### config.mk
export PLATFORM = sky130hd
export DESIGN_NAME = sseg_scan_controller
export DESIGN_NICKNAME = d
export VERILOG_FILES = /design/src/rtl/sseg_pkg.sv /design/src/rtl/sseg_slot_timer.sv /design/src/rtl/sseg_scan_controller.sv
export SDC_FILE = /design/constraint.sdc
export NUM_CORES = 1
export LEC_CHECK = 0
export ABC_AREA = 0
export CAP_MARGIN = 0
export CORE_ASPECT_RATIO = 1.25
export CORE_MARGIN = 5
export CORE_UTILIZATION = 35
export CTS_BUF_LIST = sky130_fd_sc_hd__clkbuf_8
export CTS_CLUSTER_SIZE = 30
export DETAILED_ROUTE_END_ITERATION = 10
export DONT_BUFFER_PORTS = 1
export GPL_TIMING_DRIVEN = 0
export MAX_ROUTING_LAYER = met4
export SLEW_MARGIN = 10
export SYNTH_ARGS = -nofsm -noshare
export SYNTH_HDL_FRONTEND = slang
export SYNTH_SLANG_ARGS = --single-unit
### constraint.sdc
create_clock -name clk_i -period 2.9 [get_ports clk_i]
set_input_delay 0.58 -clock clk_i [delete_from_list [all_inputs] [get_ports clk_i]]
set_output_delay 0.58 -clock clk_i [all_outputs]
set_load 0.005 [all_outputs]
### src/rtl/sseg_pkg.sv
// Shared types and constants for the 7-segment scan controller and the
// blocks that drive the BCD decoder.
package sseg_pkg;

    localparam int BCD_W = 4;

    // Anode and decimal-point lines are active-low; these are the "off" levels.
    localparam logic AN_OFF = 1'b1;
    localparam logic DP_OFF = 1'b1;

    typedef enum logic [1:0] {
        IDLE  = 2'd0,
        BLANK = 2'd1,
        SHOW  = 2'd2
    } state_e;

endpackage

### src/rtl/sseg_slot_timer.sv
// Slot counter plus digit index. The strobes announce what the next cycle
// will be, so the top can register its outputs in step with the counter.
module sseg_slot_timer
    import sseg_pkg::*;
#(
    parameter int NUM_DIGITS   = 4,
    parameter int REFRESH_DIV  = 50000,
    parameter int BLANK_CYCLES = 500,
    localparam int IDX_W       = $clog2(NUM_DIGITS),
    localparam int CNT_W       = $clog2(REFRESH_DIV)
) (
    input  logic             clk_i,
    input  logic             rst_i,
    input  logic             clr_i,
    output logic [IDX_W-1:0] idx_o,
    output logic [IDX_W-1:0] idx_next_o,
    output logic             slot_start_o,
    output logic             show_start_o,
    output logic             frame_wrap_o
);

    localparam logic [CNT_W-1:0] CNT_LAST = CNT_W'(REFRESH_DIV - 1);
    localparam logic [CNT_W-1:0] CNT_SHOW = CNT_W'(BLANK_CYCLES - 1);
    localparam logic [IDX_W-1:0] IDX_LAST = IDX_W'(NUM_DIGITS - 1);

    logic [CNT_W-1:0] cnt_q, cnt_d;
    logic [IDX_W-1:0] idx_q, idx_d;

    always_comb begin
        slot_start_o = !clr_i && (cnt_q == CNT_LAST);
        show_start_o = !clr_i && (cnt_q == CNT_SHOW);
        frame_wrap_o = slot_start_o && (idx_q == IDX_LAST);
        cnt_d        = cnt_q + 1'b1;
        idx_d        = idx_q;
        if (clr_i) begin
            cnt_d = '0;
            idx_d = '0;
        end else if (slot_start_o) begin
            cnt_d = '0;
            idx_d = frame_wrap_o ? '0 : idx_q + 1'b1;
        end
    end

    always_ff @(posedge clk_i or posedge rst_i) begin
        if (rst_i) begin
            cnt_q <= '0;
            idx_q <= '0;
        end else begin
            cnt_q <= cnt_d;
            idx_q <= idx_d;
        end
    end

    assign idx_o      = idx_q;
    assign idx_next_o = idx_d;

endmodule

### src/rtl/sseg_scan_controller.sv
// Time-multiplexes one BCD decoder across NUM_DIGITS common-anode digits with
// guard blanking, per-frame input snapshot and optional leading-zero suppression.
//
// state | meaning
// IDLE  | scan disabled, all anodes off, index parked at digit 0
// BLANK | slot guard time, decoder inputs updated, all anodes off
// SHOW  | anode of the current digit on (unless leading-zero blanked)
module sseg_scan_controller
    import sseg_pkg::*;
#(
    parameter int NUM_DIGITS   = 4,
    parameter int REFRESH_DIV  = 50000,
    parameter int BLANK_CYCLES = 500,
    localparam int IDX_W       = $clog2(NUM_DIGITS)
) (
    input  logic                        clk_i,
    input  logic                        rst_i,
    input  logic                        en_i,
    input  logic [BCD_W*NUM_DIGITS-1:0] digits_i,
    input  logic [NUM_DIGITS-1:0]       dp_mask_i,
    input  logic                        lz_blank_i,
    output logic [BCD_W-1:0]            bcd_count_o,
    output logic                        bcd_dp_o,
    output logic [NUM_DIGITS-1:0]       an_n_o,
    output logic [IDX_W-1:0]            digit_idx_o,
    output logic                        frame_tick_o
);

    state_e                      state_q, state_d;
    logic                        restart_q;
    logic [BCD_W*NUM_DIGITS-1:0] snap_digits_q, snap_digits_d;
    logic [NUM_DIGITS-1:0]       snap_dp_q, snap_dp_d;
    logic                        snap_lz_q, snap_lz_d;
    logic [NUM_DIGITS-1:0]       an_n_q, an_n_d, an_lit, lz_hide;
    logic [BCD_W-1:0]            bcd_q, bcd_d;
    logic                        bcd_dp_q, bcd_dp_d;
    logic                        tick_q, tick_d;
    logic                        clr, start, load;
    logic                        slot_start, show_start, frame_wrap;
    logic [IDX_W-1:0]            idx, idx_next;

    // After reset or a disabled period the first enabled edge opens a fresh
    // frame at digit 0 instead of counting on from a stale slot.
    assign clr   = !en_i || restart_q;
    assign start = en_i && restart_q;
    assign load  = start || slot_start;

    sseg_slot_timer #(
        .NUM_DIGITS   (NUM_DIGITS),
        .REFRESH_DIV  (REFRESH_DIV),
        .BLANK_CYCLES (BLANK_CYCLES)
    ) u_timer (
        .clk_i        (clk_i),
        .rst_i        (rst_i),
        .clr_i        (clr),
        .idx_o        (idx),
        .idx_next_o   (idx_next),
        .slot_start_o (slot_start),
        .show_start_o (show_start),
        .frame_wrap_o (frame_wrap)
    );

    always_comb begin
        snap_digits_d = snap_digits_q;
        snap_dp_d     = snap_dp_q;
        snap_lz_d     = snap_lz_q;
        if (start || frame_wrap) begin
            snap_digits_d = digits_i;
            snap_dp_d     = dp_mask_i;
            snap_lz_d     = lz_blank_i;
        end
    end

    // A digit is hidden only while every more-significant digit is also zero.
    always_comb begin
        logic zero_run;
        zero_run = 1'b1;
        lz_hide  = '0;
        for (int i = NUM_DIGITS - 1; i >= 1; i--) begin
            zero_run   = zero_run && (snap_digits_q[i*BCD_W +: BCD_W] == '0);
            lz_hide[i] = snap_lz_q && zero_run;
        end
    end

    always_ff @(posedge clk_i or posedge rst_i) begin
        if (rst_i) state_q <= BLANK;
        else       state_q <= state_d;
    end

    always_comb begin
        state_d = state_q;
        if (!en_i)           state_d = IDLE;
        else if (load)       state_d = BLANK;
        else if (show_start) state_d = SHOW;
    end

    always_comb begin
        an_lit   = lz_hide[idx] ? {NUM_DIGITS{AN_OFF}} : ~(NUM_DIGITS'(1) << idx);
        an_n_d   = {NUM_DIGITS{AN_OFF}};
        bcd_d    = bcd_q;
        bcd_dp_d = bcd_dp_q;
        tick_d   = frame_wrap;
        if (state_d == SHOW) an_n_d = (state_q == SHOW) ? an_n_q : an_lit;
        if (load) begin
            bcd_d    = snap_digits_d[idx_next*BCD_W +: BCD_W];
            bcd_dp_d = ~snap_dp_d[idx_next];
        end
    end

    always_ff @(posedge clk_i or posedge rst_i) begin
        if (rst_i) begin
            restart_q     <= 1'b1;
            snap_digits_q <= '0;
            snap_dp_q     <= '0;
            snap_lz_q     <= 1'b0;
            an_n_q        <= {NUM_DIGITS{AN_OFF}};
            bcd_q         <= '0;
            bcd_dp_q      <= DP_OFF;
            tick_q        <= 1'b0;
        end else begin
            restart_q     <= !en_i;
            snap_digits_q <= snap_digits_d;
            snap_dp_q     <= snap_dp_d;
            snap_lz_q     <= snap_lz_d;
            an_n_q        <= an_n_d;
            bcd_q         <= bcd_d;
            bcd_dp_q      <= bcd_dp_d;
            tick_q        <= tick_d;
        end
    end

    assign bcd_count_o  = bcd_q;
    assign bcd_dp_o     = bcd_dp_q;
    assign an_n_o       = an_n_q;
    assign digit_idx_o  = idx;
    assign frame_tick_o = tick_q;

endmodule

==> results of run 1 <==
cell type report:
cell class	instances	share of cell area
clock buffer	6	0.0292
timing repair buffer	1	0.00709
buffer	6	0.0115
multi-input combinational	209	0.433
sequential	52	0.464
clock inverter	2	0.00399
inverter	8	0.0106
tap	92	0.0408
state kept, by name (all words and copies together) (netlist names):
name,count
snap_lz_q,1
bcd_dp_o,1
frame_tick_o,1
u_timer.idx_o,2
snap_dp_q,4
snap_digits_q,16
bcd_count_o,4
an_n_o,4
state_q,2
u_timer.cnt_q,16
restart_q,1
through the flow:
step                power, W  std cells  hold slack (ps)  utilization  setup WS [ps]
CTS                  0.00140        376              151        0.386            254
global placement    0.000969        367              452        0.371            319
global route         0.00147        376              169        0.386           51.7
detailed placement  0.000977        368              457        0.373            296
floorplan           0.000931        275              438            -            649
finish               0.00138        376              145        0.386            283
synthesized netlist by cell type, drive strengths merged, types with 2 or more instances:
library cell	number
inv	8
a21oi	6
o21ai	9
or4b	2
nand4b	2
nand2b	2
clkbuf	3
nand3	12
ha	6
o211ai	4
mux2	4
mux2i	6
nand4	3
nand2	72
buf	3
or4	4
xor2	5
and3	6
nor3	8
nor2	35
dfstp	7
dfrtp	45
nor4	2
a2bb2oi	4
xnor2	9
worst max path at each step:
stage | startpoint | end | slack [ps] | cells after the start
final | u_timer.cnt_q[0]$_DFF_PP0_ | bcd_count_o[3]$_DFFE_PP0P_ | 280 | 7
after global routing | u_timer.cnt_q[0]$_DFF_PP0_ | bcd_count_o[3]$_DFFE_PP0P_ | 50 | 7
after CTS | u_timer.cnt_q[0]$_DFF_PP0_ | bcd_count_o[3]$_DFFE_PP0P_ | 250 | 7
after detailed placement | u_timer.cnt_q[0]$_DFF_PP0_ | bcd_count_o[0]$_DFFE_PP0P_ | 300 | 7
after global placement | u_timer.cnt_q[0]$_DFF_PP0_ | bcd_count_o[3]$_DFFE_PP0P_ | 320 | 7
after floorplan | u_timer.cnt_q[10]$_DFF_PP0_ | bcd_count_o[0]$_DFFE_PP0P_ | 650 | 7
kinds of logic (layout without fill, tap and decap cells):
kind of cell,count (synthesis),in the layout
compound gates,28,28
xor+xnor,14,14
fa+ha+maj,6,6
buf+inv,14,23
flops,52,52
mux,10,10
simple gates,151,151
placed cells by master (no fill, tap or decap), types with 2 or more instances in the layout:
cell type	netlist	routed
nand2_1	72	72
dfrtp_1	45	45
nor2_1	35	35
nand3_1	12	12
xnor2_1	9	9
nor3_1	8	8
inv_1	8	8
o21ai_0	8	8
dfstp_2	7	7
and3_1	6	6
a21oi_1	6	6
mux2i_1	6	6
ha_1	6	6
clkbuf_8	0	6
xor2_1	5	5
mux2_2	4	4
a2bb2oi_1	4	4
o211ai_2	4	4
clkbuf_1	3	3
nand4_1	3	3
nand4b_1	2	2
nand2b_1	2	2
or4_4	2	2
or4b_2	2	2
buf_2	2	2
or4_1	2	2
routing by layer:
layer,up-vias,global-route usage
li1,940,-
met1,928,0.160
met2,39,0.242
met3,8,0.0310
met4,0,0.0535
met5,-,-
power breakdown:
group | leakage, nW | internal, W | switching [W] | total (W)
Sequential | 0.662 | 0.000779 | 0.0000404 | 0.000820
Combinational | 0.547 | 0.0000583 | 0.0000804 | 0.000139
Clock | 0.0486 | 0.000191 | 0.000235 | 0.000426
critical path: stages (launching register included):
cell and delay (ps):
dfrtp_1 430, ha_1 170, nand3_1 250, nor4_4 400, nand2_1 250, a31oi_4 470, mux2_2 400, o211ai_2 150
==> impl_results.md, run 1 <==
* Outcome: completed
* Post-CTS Setup Repair Bufs at 0
* CP Launch Type: register
* P&R area growth vs syn at 8.82%
* Met2 WL post-DR at 3080 µm
* Slew Viols, Final at 0
* Antenna viol nets, final at 0
* Final Hold Fails at 0
* Multiplexer share of the synthesized area at 0.0405
* Global route overflow at 0
* First-pass GRT wire length at just over 10000 µm
* Final wirelength at about 5800 µm
* DRC errors left at 0
* Share of cells above drive strength 1 at 0.120
* Syn Nets at roughly 310
* Final Skew at around 11 ps
* Dpl hpwl at between 4000 and 5000 µm
* Leak at between 1 and 1.5 nW
* Area of the multi-input gates at about 1200 µm²
* RSZ-0062 raised after global routing: no
* Synthesized area at between 2000 and 3000 µm²
* Post-synthesis compound-gate area fraction at 0.0863
* Worst Setup Path Type: register to register
* Final setup fails at 0
* Initial antenna violation count at 0
* Die extent in y at between 100 and 150 µm
* Cell accounting for the most synthesized area: dfrtp_1
* Power Density at approximately 500 nW/µm²
* H-tree Lvls at 2
* GPL Wtd Cong at 0.806
* Largest net degree at the start of global routing at 35
* Synth top area share at 0.434
* Via count at between 1500 and 2000
* Clock transition at path regs at approximately 90 ps
* Slew HR at 0.523
* Top cells by area, synth: dfrtp_1, nand2_1, dfstp_2
* R2r endpoint: bcd_count_o[3]$_DFFE_PP0P_
* Vias in the first global route at 2106
* Mapped Cells at 275
* Row Count at 35
* CTS Buf Count at 5
* CTS max path bufs at 2
* Fraction of registers with async set/reset at 1.00
* Top FF cell, synth: dfrtp_1
* Crit path time final at 2620 ps
* Worst EP arrival at between 2000 and 3000 ps
* Max Freq at between 300 and 400 MHz
* Critical Path RT at 3120 ps
* R2R depth at 7
* R2R setup slack at around 280 ps
* Clk root buf: clkbuf_8
* Worst min path class: input port to asynchronous set/reset pin
* Largest family of logic cells by synthesized area: simple AND/OR/NAND/NOR gates
* CTS tree: built
* Worst-path maximum fanout at 9
* 1st-pass router iterations at 4
* Uppermost layer routed: met4
* Worst slew pin tran at 710 ps
* Routed wl met3 at about 310 µm
* # diodes at 0
* Drt via density at 5.09
* Syn_area_per_cell at ~9.4 µm²
* Synth Area in XOR/XNOR at 0.0473
* Period Utilization, post-route at 0.902
* CP endpoint kind: register
* Aggregate negative setup slack at 0 ps
* 1st-iter DRT viols at just over 60
* Avg WL per Cell at 15.3 µm
* Clock latency on the worst-skew pair at 300 ps
* Port Buffers at 0
* Core area at ~7300 µm²
* Worst r2r src: u_timer.cnt_q[0]$_DFF_PP0_
* Fin nets at roughly 310
* Finished Cell Area at 2820 µm²
* Yosys cell types at 37
* CTS-repair resized insts at 0
* Placed cell area at between 2000 and 3000 µm²
* VDD IR max at 0.299 mV
* FF/Latch Area at 1310 µm²
* Post-synthesis adder-cell area fraction at 0.0289
* Synth Area in Simple Gates at 0.268
* Yosys reg bits at 52
* Synthesis Warnings at 0
* Number of fill cells at between 700 and 800
* Initial Utilization at 0.355
* Die Wd at roughly 87 µm
* Seq/Total Area, Yosys at 0.505
* Max cap viols at 0
* EDFF count, synth at 0
* Die footprint at slightly above 9000 µm²
* IO Pins at 36
* Wire length on met1 at approximately 2300 µm
* Hold_buf cts at 0
* Tot GR Track Use at 0.142
* # clock sinks at 52
Power figures use the tool's default switching activity.
==> inputs of run 2 (changes only) <==
==> constraint.sdc (replaced) <==
create_clock -name clk_i -period 2.8 [get_ports clk_i]
set_input_delay 0.56 -clock clk_i [delete_from_list [all_inputs] [get_ports clk_i]]
set_output_delay 0.56 -clock clk_i [all_outputs]
set_load 0.005 [all_outputs]
==> run 2 against run 1 <==
- non-clock buffer count unchanged
- combinational power up 4%
- critical path depth unchanged
- global-route usage did not move
- cell area is the same
- critical path type unchanged
- critical endpoint unchanged
- largest cell class unchanged
- highest routed layer unchanged
==> impl_results.md, run 2 (synthesis results as in run 1) <==
* Row Count at 35
* CTS-repair resized insts at 0
* CP Cell Sequence: ha_1, nand3_1, nor4_4, nand2_1, a31oi_4, mux2_2, o211ai_2
* Clock power frac at 0.308
* Die footprint at about 9200 µm²
* Commonest non-fill, non-tap cell in the layout: nand2_1
* H-tree Lvls at 2
* Initial Utilization at 0.355
* Critical Path Max Stage Delay at roughly 470 ps
* Largest registers: snap_digits_q x16, u_timer.cnt_q x16
* Antenna viol nets, final at 0
* Worst EP arrival at around 2900 ps
* RSZ-0062 raised after global routing: no
* CTS tree: built
* Most frequent cells in the layout: nand2_1, dfrtp_1, nor2_1, nand3_1, xnor2_1
* Slew HR at 0.523
* CP endpoint kind: register
* Seq pwr share at 0.592
* GPL Wtd Cong at 0.806
* Leak at around 1.3 nW
* Hold_buf cts at 0
* VDD IR max at just over 0.3 mV
* 1st-pass router iterations at 4
* Power Density at ~500 nW/µm²
* Slew Viols, Final at 0
* # clock sinks at 52
* Outcome: completed
* Power Internal at about 0.0011 W
* Combinational power share at 0.100
* Final Skew at 11.0 ps
* P&R area growth vs syn at 8.82%
* Fin util at 0.386
* Die extent in y at ~110 µm
* First-pass GRT wire length at 10100 µm
* Fin nets at between 300 and 400
* Switching share of power at 0.257
* Final wirelength at between 5000 and 6000 µm
* Worst path slowest cell: a31oi_4
* Worst slew pin tran at 710 ps
* Sw power at 0.000369 W
* Hold Slack at 125 ps
* Clock latency on the worst-skew pair at approximately 300 ps
* Die Wd at 87.0 µm
* Port Buffers at 0
* Area of the multi-input gates at ~1200 µm²
* Tot GR Track Use at 0.142
* Worst min path class: input port to asynchronous set/reset pin
* Critical Path RT at 3020 ps
* 1st-iter DRT viols at 62
* Worst Setup Path Type: register to register
* IO Pins at 36
* Period Utilization, post-route at 0.937
* Final setup fails at 0
* Drt via density at about 5.1
* Post-CTS Setup Repair Bufs at 0
* Dpl hpwl at 4360 µm
* CP Launch Type: register
* Largest net degree at the start of global routing at 35
* Share of cells above drive strength 1 at 0.120
* CTS max path bufs at 2
* Global route overflow at 0
* FF/Latch Area at ~1300 µm²
* Via count at ~1900
* Max Freq at ~380 MHz
* Avg WL per Cell at between 15 and 20 µm
* DRC errors left at 0
* Final Hold Fails at 0
* CTS Buf Count at 5
* Initial antenna violation count at 0
* Crit path time final at around 2600 ps
* Core area at 7310 µm²
* Number of fill cells at 757
* Clock transition at path regs at about 90 ps
* Aggregate negative setup slack at 0 ps
* Worst-path maximum fanout at 9
* Max cap viols at 0
* Clk root buf: clkbuf_8
* # diodes at 0
* Vias in the first global route at ~2100
## run 2: cell counts in the layout (fill, tap and decap cells not counted)
Identical to the previous run, type by type.
## run 2: path summary, 6_finish.rpt
path / startpoint / endpoint / slack (ps) / depth (start not counted)
worst max-delay path: u_timer.cnt_q[0]$_DFF_PP0_ / bcd_count_o[3]$_DFFE_PP0P_ / 180 / 7
worst min-delay path: rst_i / frame_tick_o$_DFF_PP0_ / 120 / 1
max in group asynchronous: rst_i / restart_q$_DFF_PP1_ / 2080 / 2
worst min register to register: snap_digits_q[2]$_DFF_PP0_ / snap_digits_q[2]$_DFF_PP0_ / 470 / 2
min in group clk_i: en_i / restart_q$_DFF_PP1_ / 290 / 1
worst max register to register: u_timer.cnt_q[0]$_DFF_PP0_ / bcd_count_o[3]$_DFFE_PP0P_ / 180 / 7
## run 2: per-layer routing
metal,vias up,wire [µm],global-route usage
met4,0,107,0.0535
met1,927,2260,0.160
met3,8,314,0.0310
li1,940,-,-
met2,39,3080,0.242
met5,-,0,-
## run 2: worst max-delay path: cells and delay by family (launching register included)
kind,cells,cell delay [ps]
DFF,1,430
and+or+nand+nor,3,920
muxes,1,400
AOI/OAI and AO/OA,2,620
adders and majority gates,1,170
## run 2: power by group through the flow
stage	logic [W]	registers (W)	clock network, W
2_1_floorplan	0.000116	0.000848	0
3_3_place_gp	0.000139	0.000864	0
3_5_place_dp	0.000147	0.000865	0
4_1_cts	0.000148	0.000851	0.000456
5_1_grt	0.000169	0.000859	0.000490
6_report	0.000144	0.000849	0.000442
## run 2: area by class of cell
cell class	count	area share
Timing Repair Buffer	1	0.00709
Multi-Input combinational cell	209	0.433
Tap cell	92	0.0408
Clock buffer	6	0.0292
Buffer	6	0.0115
Sequential cell	52	0.464
Inverter	8	0.0106
Clock inverter	2	0.00399
## run 2: per-stage QoR
step,area (µm²),total power (W),worst slack [ps],std cells
2_1_floorplan,2590,0.000965,549,275
3_3_place_gp,2710,0.00100,219,367
3_5_place_dp,2730,0.00101,196,368
4_1_cts,2820,0.00145,154,376
5_1_grt,2820,0.00152,0.754,376
6_report,2820,0.00143,175,376
